**config.mk**
```make
export PLATFORM = sky130hd
export DESIGN_NAME = imem_loader
export DESIGN_NICKNAME = d
export VERILOG_FILES = /design/src/rtl/imem_loader.sv
export SDC_FILE = /design/constraint.sdc
export NUM_CORES = 1
export LEC_CHECK = 0
export BUFFER_PORTS_ARGS = -buffer_cell sky130_fd_sc_hd__buf_2
export CAP_MARGIN = 10
export CORE_UTILIZATION = 54
export DETAILED_ROUTE_END_ITERATION = 10
export MAX_ROUTING_LAYER = met4
export PLACE_DENSITY = 0.8
export SYNTH_ARGS = -nofsm -noshare
export SYNTH_HDL_FRONTEND = slang
export SYNTH_SLANG_ARGS = --single-unit
```
**constraint.sdc**
```tcl
create_clock -name Clk -period 2.8 [get_ports Clk]
set_input_delay 0.42 -clock Clk [delete_from_list [all_inputs] [get_ports Clk]]
set_output_delay 0.42 -clock Clk [all_outputs]
set_load 0.03 [all_outputs]
```
**src/rtl/imem_loader.sv**
```systemverilog
// imem_loader: receives a byte stream over valid/ready, packs bytes big-endian
// into 32-bit instruction words and issues one-cycle writes to instruction memory.
module imem_loader #(
    parameter int unsigned DEPTH     = 1024,
    parameter logic [31:0] BASE_ADDR = 32'h0000_0000
) (
    input  logic        Clk,
    input  logic        Reset,
    input  logic        Start,
    input  logic [10:0] NumWords,
    input  logic [7:0]  ByteIn,
    input  logic        ByteValid,
    output logic        ByteReady,
    output logic        WriteEnable,
    output logic [31:0] WriteAddress,
    output logic [31:0] WriteData,
    output logic        Busy,
    output logic        Done,
    output logic        Error,
    output logic [10:0] WordsWritten
);

    localparam logic [31:0] BASE_AL = {BASE_ADDR[31:2], 2'b00};
    localparam logic [11:0] DEPTH_W = 12'(DEPTH);

    typedef enum logic [1:0] {
        S_IDLE,
        S_RECV,
        S_WRITE,
        S_DONE
    } state_t;

    state_t      state_q, state_d;
    logic [10:0] num_words_q, num_words_d;
    logic [1:0]  byte_cnt_q, byte_cnt_d;
    logic [31:0] write_data_q, write_data_d;
    logic [31:0] write_addr_q, write_addr_d;
    logic [10:0] words_q, words_d;
    logic        done_q, done_d;
    logic        error_q, error_d;
    logic [10:0] words_inc;

    assign words_inc = words_q + 11'd1;

    // State and datapath registers with synchronous active-low reset.
    always_ff @(posedge Clk) begin
        if (!Reset) begin
            state_q      <= S_IDLE;
            num_words_q  <= '0;
            byte_cnt_q   <= '0;
            write_data_q <= '0;
            write_addr_q <= BASE_AL;
            words_q      <= '0;
            done_q       <= 1'b0;
            error_q      <= 1'b0;
        end else begin
            state_q      <= state_d;
            num_words_q  <= num_words_d;
            byte_cnt_q   <= byte_cnt_d;
            write_data_q <= write_data_d;
            write_addr_q <= write_addr_d;
            words_q      <= words_d;
            done_q       <= done_d;
            error_q      <= error_d;
        end
    end

    // Next-state logic: load control, byte packing and write sequencing.
    always_comb begin
        state_d      = state_q;
        num_words_d  = num_words_q;
        byte_cnt_d   = byte_cnt_q;
        write_data_d = write_data_q;
        write_addr_d = write_addr_q;
        words_d      = words_q;
        done_d       = done_q;
        error_d      = error_q;

        unique case (state_q)
            S_IDLE: begin
                if (Start) begin
                    if ({1'b0, NumWords} > DEPTH_W) begin
                        error_d = 1'b1;
                        done_d  = 1'b0;
                    end else if (NumWords == 11'd0) begin
                        // Done is raised on entry so it is visible during the DONE cycle.
                        error_d = 1'b0;
                        words_d = '0;
                        done_d  = 1'b1;
                        state_d = S_DONE;
                    end else begin
                        num_words_d  = NumWords;
                        error_d      = 1'b0;
                        done_d       = 1'b0;
                        words_d      = '0;
                        write_addr_d = BASE_AL;
                        byte_cnt_d   = '0;
                        state_d      = S_RECV;
                    end
                end
            end
            S_RECV: begin
                if (ByteValid) begin
                    unique case (byte_cnt_q)
                        2'd0: write_data_d[31:24] = ByteIn;
                        2'd1: write_data_d[23:16] = ByteIn;
                        2'd2: write_data_d[15:8]  = ByteIn;
                        2'd3: write_data_d[7:0]   = ByteIn;
                    endcase
                    byte_cnt_d = byte_cnt_q + 2'd1;
                    if (byte_cnt_q == 2'd3) begin
                        state_d = S_WRITE;
                    end
                end
            end
            S_WRITE: begin
                words_d      = words_inc;
                write_addr_d = write_addr_q + 32'd4;
                byte_cnt_d   = '0;
                if (words_inc == num_words_q) begin
                    done_d  = 1'b1;
                    state_d = S_DONE;
                end else begin
                    state_d = S_RECV;
                end
            end
            S_DONE: begin
                state_d = S_IDLE;
            end
            default: begin
                state_d = S_IDLE;
            end
        endcase
    end

    assign ByteReady    = (state_q == S_RECV);
    assign WriteEnable  = (state_q == S_WRITE);
    assign Busy         = (state_q == S_RECV) || (state_q == S_WRITE);
    assign Done         = done_q;
    assign Error        = error_q;
    assign WriteAddress = write_addr_q;
    assign WriteData    = write_data_q;
    assign WordsWritten = words_q;

endmodule

```
### Word level (Yosys, flattened, before mapping)

Cells that the tools add are included.

* bitwise gates (word level): 2
* $add $sub $neg: 3
* mux-type cells: 25
* magnitude comparators: 1
* equality and inequality tests: 13
* reductions and logical operators: 17

Operator list (count)
* 32-bit 2-to-1 mux: 3
* 32-bit case mux with 2 select lines: 1
* 32-bit by 3-bit adder with 32-bit output (second input constant): 1
* 11-bit 2-to-1 mux: 2
* 11-bit case mux with 2 select lines: 1
* 2-bit 2-to-1 mux: 10
* 3-bit AND reduction: 6
* 4-bit AND reduction: 3
* 11-bit by 1-bit adder with 11-bit output (second input constant): 1
* 11-bit == test: 1
* 11-bit greater-than comparator (second input constant): 1
* 11-bit logical NOT: 1
* 2-bit == test (second input constant): 4
* 2-bit inequality test (second input constant): 4
* 2-bit case mux with 4 select lines: 1
* 2-bit case mux with 3 select lines: 1
* 1-bit 2-to-1 mux: 5
* 5-bit AND reduction: 1
* 2-bit by 1-bit == test with 1-bit output (second input constant): 2
* 2-bit logical NOT: 2
* 2-bit by 1-bit inequality test with 1-bit output (second input constant): 2
* 3-bit nonzero test: 1
* 2-bit by 1-bit adder with 2-bit output (second input constant): 1
* 1-bit inverter: 2
* 4 further kinds: 4

* register bits after elaboration: 92
* logic and storage cells: 72
* output and inout bits: 80
* input bits: 23

### Longest topological paths before layout

Gate-level depths: netlist of the first run.

* depth after elaboration: 5
* mapped depth: 9
* gate-level depth less buffers: 7

### Least setup slack after synthesis of the first run

Ideal clock, no wire load.

* path type: register -> register
* from: reg state_q[0]
* to: reg write_addr_q[27] (netlist: WriteAddress[27])
* arrival: 2149 ps
* data required time: 2683 ps
* setup slack: 534 ps
* cell stages (with the launch flop): 10
* period minus slack after synthesis: 2266 ps
* setup time: 117 ps
* path buffers: 2
* path through: dfxtp_1 inv_1 ha_1 clkbuf_1 nor2b_1 a31oi_4 buf_6 nor4_1 xnor2_1 nor2_1

* cells in the longest elaborated chain, start to end: 3
* elaborated cells between the ends (all ways): 8
* classes of those cells: eq/ne: 4; mux: 1; reduce/logical: 3

RTL lines
* start, declared: RTL line 33 `state_t state_q, state_d;`
* start signal, assigned: RTL line 57 `state_q <= state_d;`
* 2-bit == test (*)
* net WriteEnable: RTL line 14 `output logic WriteEnable,`
* 2-bit nonzero test (no source line)
* 4-bit AND reduction (no source line)
* end signal, assigned: RTL line 61 `write_addr_q <= write_addr_d;`
* end, declared: RTL line 37 `logic [31:0] write_addr_q, write_addr_d;`

The timed path passes the listed nets; every way through them passes the cells marked *.
A chain may end at the register's enable or synchronous reset.

### Final worst setup path of the first run

* from: reg state_q[1]
* to: reg words_q[7] (netlist: WordsWritten[7])

* cells in the longest elaborated chain, start to end: 3
* elaborated cells between the ends (all ways): 7
* classes of those cells: eq/ne: 3; mux: 1; reduce/logical: 3

RTL lines
* 2-bit == test / 2-bit logical NOT (equally long branches): RTL line 79 `unique case (state_q)`
* 2-bit nonzero test (no source line) / 2-bit inequality test (equally long branches)
* 3-bit AND reduction (no source line)
* end signal, assigned: RTL line 62 `words_q <= words_d;`
* end, declared: RTL line 38 `logic [10:0] words_q, words_d;`

Several ways; a longest one is shown, not always the timed one.

==> results by group, run 1 <==
Timing
  – Max_slew headroom: 0.243
  – Final setup vio count: 0
  – Fin crit share: 0.858
  – RSZ-0062 raised after global routing: no
  – Final hold violation count: 0
  – Max-slew violation count: 0
  – Slew @ Worst Pin: around 1.1 ns
  – Fin Clk Skew: around 0.014 ns
  – Setup_tns: 0 ns
  – Min Tclk post-route: ~2.4 ns
  – Maximum clock rate: 416 MHz

Final layout
  – P&R area growth vs syn: 17.1%
  – Final core utilization: 0.654
  – Layout net count: 606
  – Diode count: 0
  – Layout cells sized above 1: 0.239

Synth
  – Top cells by count, synth: 90 x dfxtp_1, 88 x nor2_1, 47 x mux2i_1
  – Cell area after synthesis: ~0.0043 mm²
  – Seq cells post-synth: 90
  – Post-synth cell types: 56
  – Area contributors post-synth: dfxtp_1 42%, mux2i_1 11%, nor2_1 7.6%
  – Cell taking the most area after synthesis: dfxtp_1
  – Avg Cell Area, Syn: ~9.0 µm²
  – Asr flop ratio synth: 0
  – Top cell type's share of synthesized area: 0.415
  – Seq/Total Area, Yosys: 0.415
  – Top-count cell post-synth: dfxtp_1
  – Post-synth EDFFs: 0
  – Yosys warning count: 0
  – Main synth FF type: dfxtp_1
  – Mapped Cells: 481

Setup path
  – Max Fanout on Critical Path: 17
  – Worst R2R End: WordsWritten[7]
  – CP max stage cell: o211ai_1
  – Critical path's top delay family: compound AO/OA/AOI/OAI gates
  – Crit path buf inv count: 1
  – FF-to-FF Start: state_q[1]
  – WP data arrival: 2.62 ns
  – Reg-to-reg slack, setup: slightly below 0.4 ns
  – CP Launch Type: register
  – Critical Path End Type: register
  – Worst path max stage delay: approximately 0.9 ns
  – Worst-path cell chain: inv_1, ha_1, o21ai_0, o211ai_1, o21ai_0, nand2_1, o31ai_1
  – Crit path kind: reg -> reg
  – Worst endpoint required time: 3.02 ns
  – R2R depth: 7
  – Cell mode on critical path: o21ai_0

Clock tree
  – Hold buffers post-CTS: 0
  – Post_cts resized: 0
  – # clock sinks: 90
  – Clk buf depth: 2
  – Max H-tree Level: 3
  – CTS clk-pin slew, worst paths: 0.10 ns
  – Setup Fix Bufs, Post-CTS: 0
  – CTS tree: done
  – CTS Buf Count: 9
  – Worst-Skew Late Latency: about 0.36 ns
  – Clock Tree Root: clkbuf_8

Routing
  – Drt via density: around 5.5
  – Drt first-iter violations: between 200 and 250
  – Wire per inst: 14.8 µm
  – DR vias: 3767
  – # DRC: 0
  – Post-Route WL: 10100 µm
  – 1st-pass router iterations: 4
  – Routed Antenna Nets: 0

Power and ir drop
  – P per Cell Area: ~600 mW/mm²
  – Comb pwr share: 0.248
  – Post-route total power: around 3 mW
  – Max VDD drop: between 0.3 and 0.4 mV
  – Internal: 1.94 mW
  – Switching power total: 1.05 mW
  – Sw Share: 0.352
  – Reg power frac: 0.469
  – Leakage power: 2.32 nW
  – Clock power share: 0.283

Outcome
  – Status: completed

Hold path
  – HP Class: in -> reg
  – Hold_sp: NumWords[8]
  – Worst Hold Path EP: num_words_q[8]
  – Hold path cells: 3

Placed design
  – GP Congestion: approximately 0.90
  – DP HPWL: slightly above 7000 µm
  – PortBufs: 100

Floorplan
  – Initial Util: 0.558
  – Top Ports: 103
  – Core ar.: between 0.007 and 0.008 mm²
  – Die Y: between 90 and 100 µm
  – DIE AREA: roughly 0.0084 mm²
  – Die W: slightly above 90 µm
  – # rows: 32

Global route
  – First-pass GRT wire length: roughly 17000 µm
  – Grt ovf: 0
  – Met3 GRT Util: 0.0439
  – GRT met1 Usage: 0.313
  – Vias in the first global route: between 3000 and 4000
  – GRT met2 Usage: 0.409
  – Initial antenna violation count: 0
  – Top Usage Layer GRT: met2
  – Largest net degree at the start of global routing: 46
  – Total GRT Usage: 0.253

Job
  – # Max-Cap Violations: 0
==> cell type report <==
type,instances,area (µm²)
multi-input combinational,355,2380
inverter,12,45.0
timing repair buffer,105,538
sequential,90,1800
fill,680,2690
tap,102,128
clock buffer,9,124
clock inverter,7,60.1
==> kinds of logic after synthesis <==
family | Yosys count | synth area share
XOR/XNOR | 40 | 0.0808
adder cells (fa/ha/maj) | 10 | 0.0288
buffers and inverters | 37 | 0.0395
flip-flops | 90 | 0.415
other | 1 | 0.000864
multiplexers | 47 | 0.108
AO/OA/AOI/OAI | 51 | 0.0816
AND/OR/NAND/NOR | 205 | 0.245
==> sequential cells by signal, summed over array words and instances (netlist names) <==
signal / cells
Done: 1
Error: 1
WordsWritten: 11
WriteAddress: 30
WriteData: 32
byte_cnt_q: 2
num_words_q: 11
state_q: 2
==> layer usage <==
metal / wire length, µm / up-vias
met5: 0 / -
met4: 161 / 0
met3: 502 / 16
met2: 4880 / 109
met1: 4530 / 1793
li1: - / 1849
==> metrics by stage <==
| step | cells | instance area [µm²] | hold slack, ns | setup slack [ns] |
|---|---|---|---|---|
| final | 680 | 5080 | 0.316 | 0.396 |
| after global routing | 680 | 5080 | 0.320 | 0.177 |
| after CTS | 680 | 5080 | 0.308 | 0.462 |
| after detailed placement | 664 | 4890 | 0.477 | 0.415 |
| after global placement | 664 | 4890 | 0.471 | 0.480 |
| after floorplan | 482 | 4340 | 0.471 | 0.534 |
==> tightest hold or removal path: cells and delay by family <==
family,cells,cell delay (ns)
multiplexers,1,0.06
AND/OR/NAND/NOR,1,0.07
buffers and inverters,1,0.09
==> worst max-delay path by stage <==
stage,startpoint,endpoint,cells after the start
after global placement,NumWords[9],WriteAddress[30],8
after detailed placement,NumWords[9],WriteAddress[30],8
after CTS,state_q[1],WordsWritten[7],7
after global routing,state_q[1],WordsWritten[6],7
final,state_q[1],WordsWritten[7],7
after floorplan,state_q[0],WriteAddress[27],9
==> power groups by stage <==
stage	Combinational [mW]	Sequential, mW	Clock [mW]
floorplan	0.504	1.48	0
global placement	0.719	1.42	0
detailed placement	0.736	1.43	0
CTS	0.739	1.40	0.863
global route	0.811	1.41	0.914
finish	0.742	1.40	0.846
==> placed cells by master (no fill, tap or decap), types with 6 or more instances in the layout <==
| cell type | count |
|---|---|
| nand2_1 | 34 |
| nor2_1 | 88 |
| buf_2 | 100 |
| inv_1 | 12 |
| nand3_1 | 15 |
| nor3_1 | 8 |
| xnor2_1 | 29 |
| o21ai_0 | 17 |
| clkbuf_8 | 9 |
| dfxtp_1 | 90 |
| nor4_1 | 7 |
| and4_1 | 6 |
| ha_1 | 10 |
| mux2i_1 | 47 |
| nand4_1 | 9 |
| and3_1 | 6 |
| xor2_1 | 11 |
No activity file was read; power rests on OpenSTA's default activity.
==> run 2, diff against run 1 <==
==> constraint.sdc (replaced) <==
create_clock -name Clk -period 2.75 [get_ports Clk]
set_input_delay 0.4125 -clock Clk [delete_from_list [all_inputs] [get_ports Clk]]
set_output_delay 0.4125 -clock Clk [all_outputs]
set_load 0.03 [all_outputs]
==> run 2 against run 1 <==
Net effect: clock-buffer cell count did not move; flip-flop and latch count stayed put; sequential share of layout area shrank 0.19 points; global-route usage fell by 0.11 points; clock power up 6.3%; first-iteration DRC count grew 13%; fmax rose by 1.8%; combinational power increased by 3.0%; setup slack worse by 0.0075 ns; via count decreased by 0.19%; clock skew about the same; critical path type unchanged; highest routed layer unchanged.
==> results by group, run 2 (synthesis gave the netlist of run 1 again) <==
Global route
  – First-pass GRT wire length: 16500 µm (-1.0%)
  – Initial antenna violation count: 0 (unchanged)
  – Vias in the first global route: 3532 (-1.5%)
  – Largest net degree at the start of global routing: 46 (unchanged)
  – Grt ovf: 0 (unchanged)
  – Total GRT Usage: 0.251 (-0.00114)

Timing
  – Setup_tns: 0 ns (unchanged)
  – Fin Clk Skew: 0.0141 ns (-0.0000903 ns)
  – Max-slew violation count: 0 (unchanged)
  – Max_slew headroom: 0.251 (+0.00852)
  – Maximum clock rate: 424 MHz (+1.8%)
  – Min Tclk post-route: 2.36 ns (-0.0425 ns)
  – Final setup vio count: 0 (unchanged)
  – RSZ-0062 raised after global routing: no
  – Slew @ Worst Pin: 1.12 ns (-0.0127 ns)
  – PnR worst setup slack: 0.389 ns (-0.00746 ns)
  – Final hold violation count: 0 (unchanged)
  – Fin crit share: 0.859 (about the same)

Routing
  – Wire per inst: 14.8 µm (-0.31%)
  – DR vias: 3760 (-0.19%)
  – 1st-pass router iterations: 5 (+1)
  – Post-Route WL: 10100 µm (about the same)
  – # DRC: 0 (unchanged)
  – Drt via density: 5.51 (-0.48%)
  – Drt first-iter violations: 234 (+13%)
  – Routed Antenna Nets: 0 (unchanged)

Outcome
  – Status: completed

Clock tree
  – Setup Fix Bufs, Post-CTS: 0 (unchanged)
  – # clock sinks: 90 (unchanged)
  – CTS tree: done
  – Clk buf depth: 2 (unchanged)
  – CTS Buf Count: 9 (unchanged)
  – Clock Tree Root: clkbuf_8
  – CTS clk-pin slew, worst paths: 0.10 ns (about the same)
  – Worst-Skew Late Latency: 0.37 ns (about the same)
  – Hold buffers post-CTS: 0 (unchanged)
  – Post_cts resized: 0 (unchanged)
  – Max H-tree Level: 3 (unchanged)

Floorplan
  – Top Ports: 103 (unchanged)
  – # rows: 32 (unchanged)
  – Initial Util: 0.558 (unchanged)
  – Core ar.: 0.00777 mm² (unchanged)
  – Die W: 91.6 µm (unchanged)
  – DIE AREA: 0.00840 mm² (unchanged)
  – Die Y: 91.6 µm (unchanged)

Power and ir drop
  – P per Cell Area: 604 mW/mm² (+2.6%)
  – Max VDD drop: 0.348 mV (+1.1%)
  – Post-route total power: 3.08 mW (+3.2%)
  – Leakage power: 2.33 nW (+0.47%)

Final layout
  – Final cell count without fillers: 682 (+0.29%)
  – Most frequent cells in the layout: 100 x buf_2, 90 x dfxtp_1, 88 x nor2_1
  – Diode count: 0 (unchanged)
  – Commonest non-fill, non-tap cell in the layout: buf_2
  – Max reg flops: 32 (unchanged)
  – Design Area, Final: 0.00511 mm² (+0.54%)
  – Layout net count: 608 (+0.33%)
  – P&R area growth vs syn: 17.7%
  – Layout cells sized above 1: 0.241 (+0.00262)

Placed design
  – PortBufs: 100 (unchanged)
  – GP Congestion: 0.863 (-4.1%)
  – DP Worst Slack: 0.358 ns (-0.0567 ns)
  – DP Area: 0.00491 mm² (+0.31%)
  – Placed Instances: 666 (+0.30%)
  – DP HPWL: 7180 µm (-1.2%)

Hold path
  – Hold_sp: NumWords[8]
  – HP Class: in -> reg

Setup path
  – Crit path kind: reg -> reg
  – WP data arrival: 2.63 ns (about the same)
  – FF-to-FF Start: state_q[1]
  – Max Fanout on Critical Path: 17 (unchanged)
  – CP Launch Type: register
  – Worst endpoint required time: 3.02 ns (about the same)
  – Critical Path End Type: register
  – Setup crit start: state_q[1]
  – Reg-to-reg slack, setup: 0.39 ns (about the same)

Job
  – # Max-Cap Violations: 0 (unchanged)
## run 2: cell types whose count changed in the layout (fill, tap and decap cells not counted)
cell	change
clkinv_8	+1
inv_6	-2
buf_4	+2
clkinv_2	-1
inv_8	+1
clkinvlp_4	+1
## run 2: through the flow
step,util,hold slack (ns)
3_3_place_gp,0.632,0.462
6_report,0.657,0.307
3_5_place_dp,0.632,0.473
5_1_grt,0.657,0.304
4_1_cts,0.657,0.287
2_1_floorplan,-,0.471
## run 2: worst paths after layout
path | to | depth (start not counted)
setup / recovery | WordsWritten[10] | 7
hold / removal | num_words_q[8] | 3
setup reg to reg | WordsWritten[10] | 7
hold reg to reg | Done | 2
## run 2: where the power goes
part           switching (mW)  total, mW  internal [mW]
logic                   0.501      0.764          0.263
registers              0.0525       1.42           1.37
clock network           0.544      0.899          0.355
## run 2: worst max-delay path, stage by stage, from the launching register on
cell and delay [ns]:
dfxtp_1 0.34, inv_1 0.10, ha_1 0.26, o21ai_0 0.18, o211ai_1 0.91, o21ai_0 0.26
nand2_1 0.13, o21ai_0 0.07
## run 2: per-layer routing
metal,up-vias,wire (µm),share of wire,global-route usage
li1,1859,-,-,-
met1,1765,4490,0.44,0.311
met2,118,4930,0.49,0.409
met3,18,483,0.048,0.0439
met4,0,178,0.018,0.0992
met5,-,0,0,-
## run 2: layout make-up
class / instances / area (µm²)
fill: 665 / 2660
multi-input combinational: 355 / 2380
sequential: 90 / 1800
timing repair buffer: 107 / 553
tap: 102 / 128
clock buffer: 9 / 124
clock inverter: 7 / 72.6
inverter: 12 / 45.0
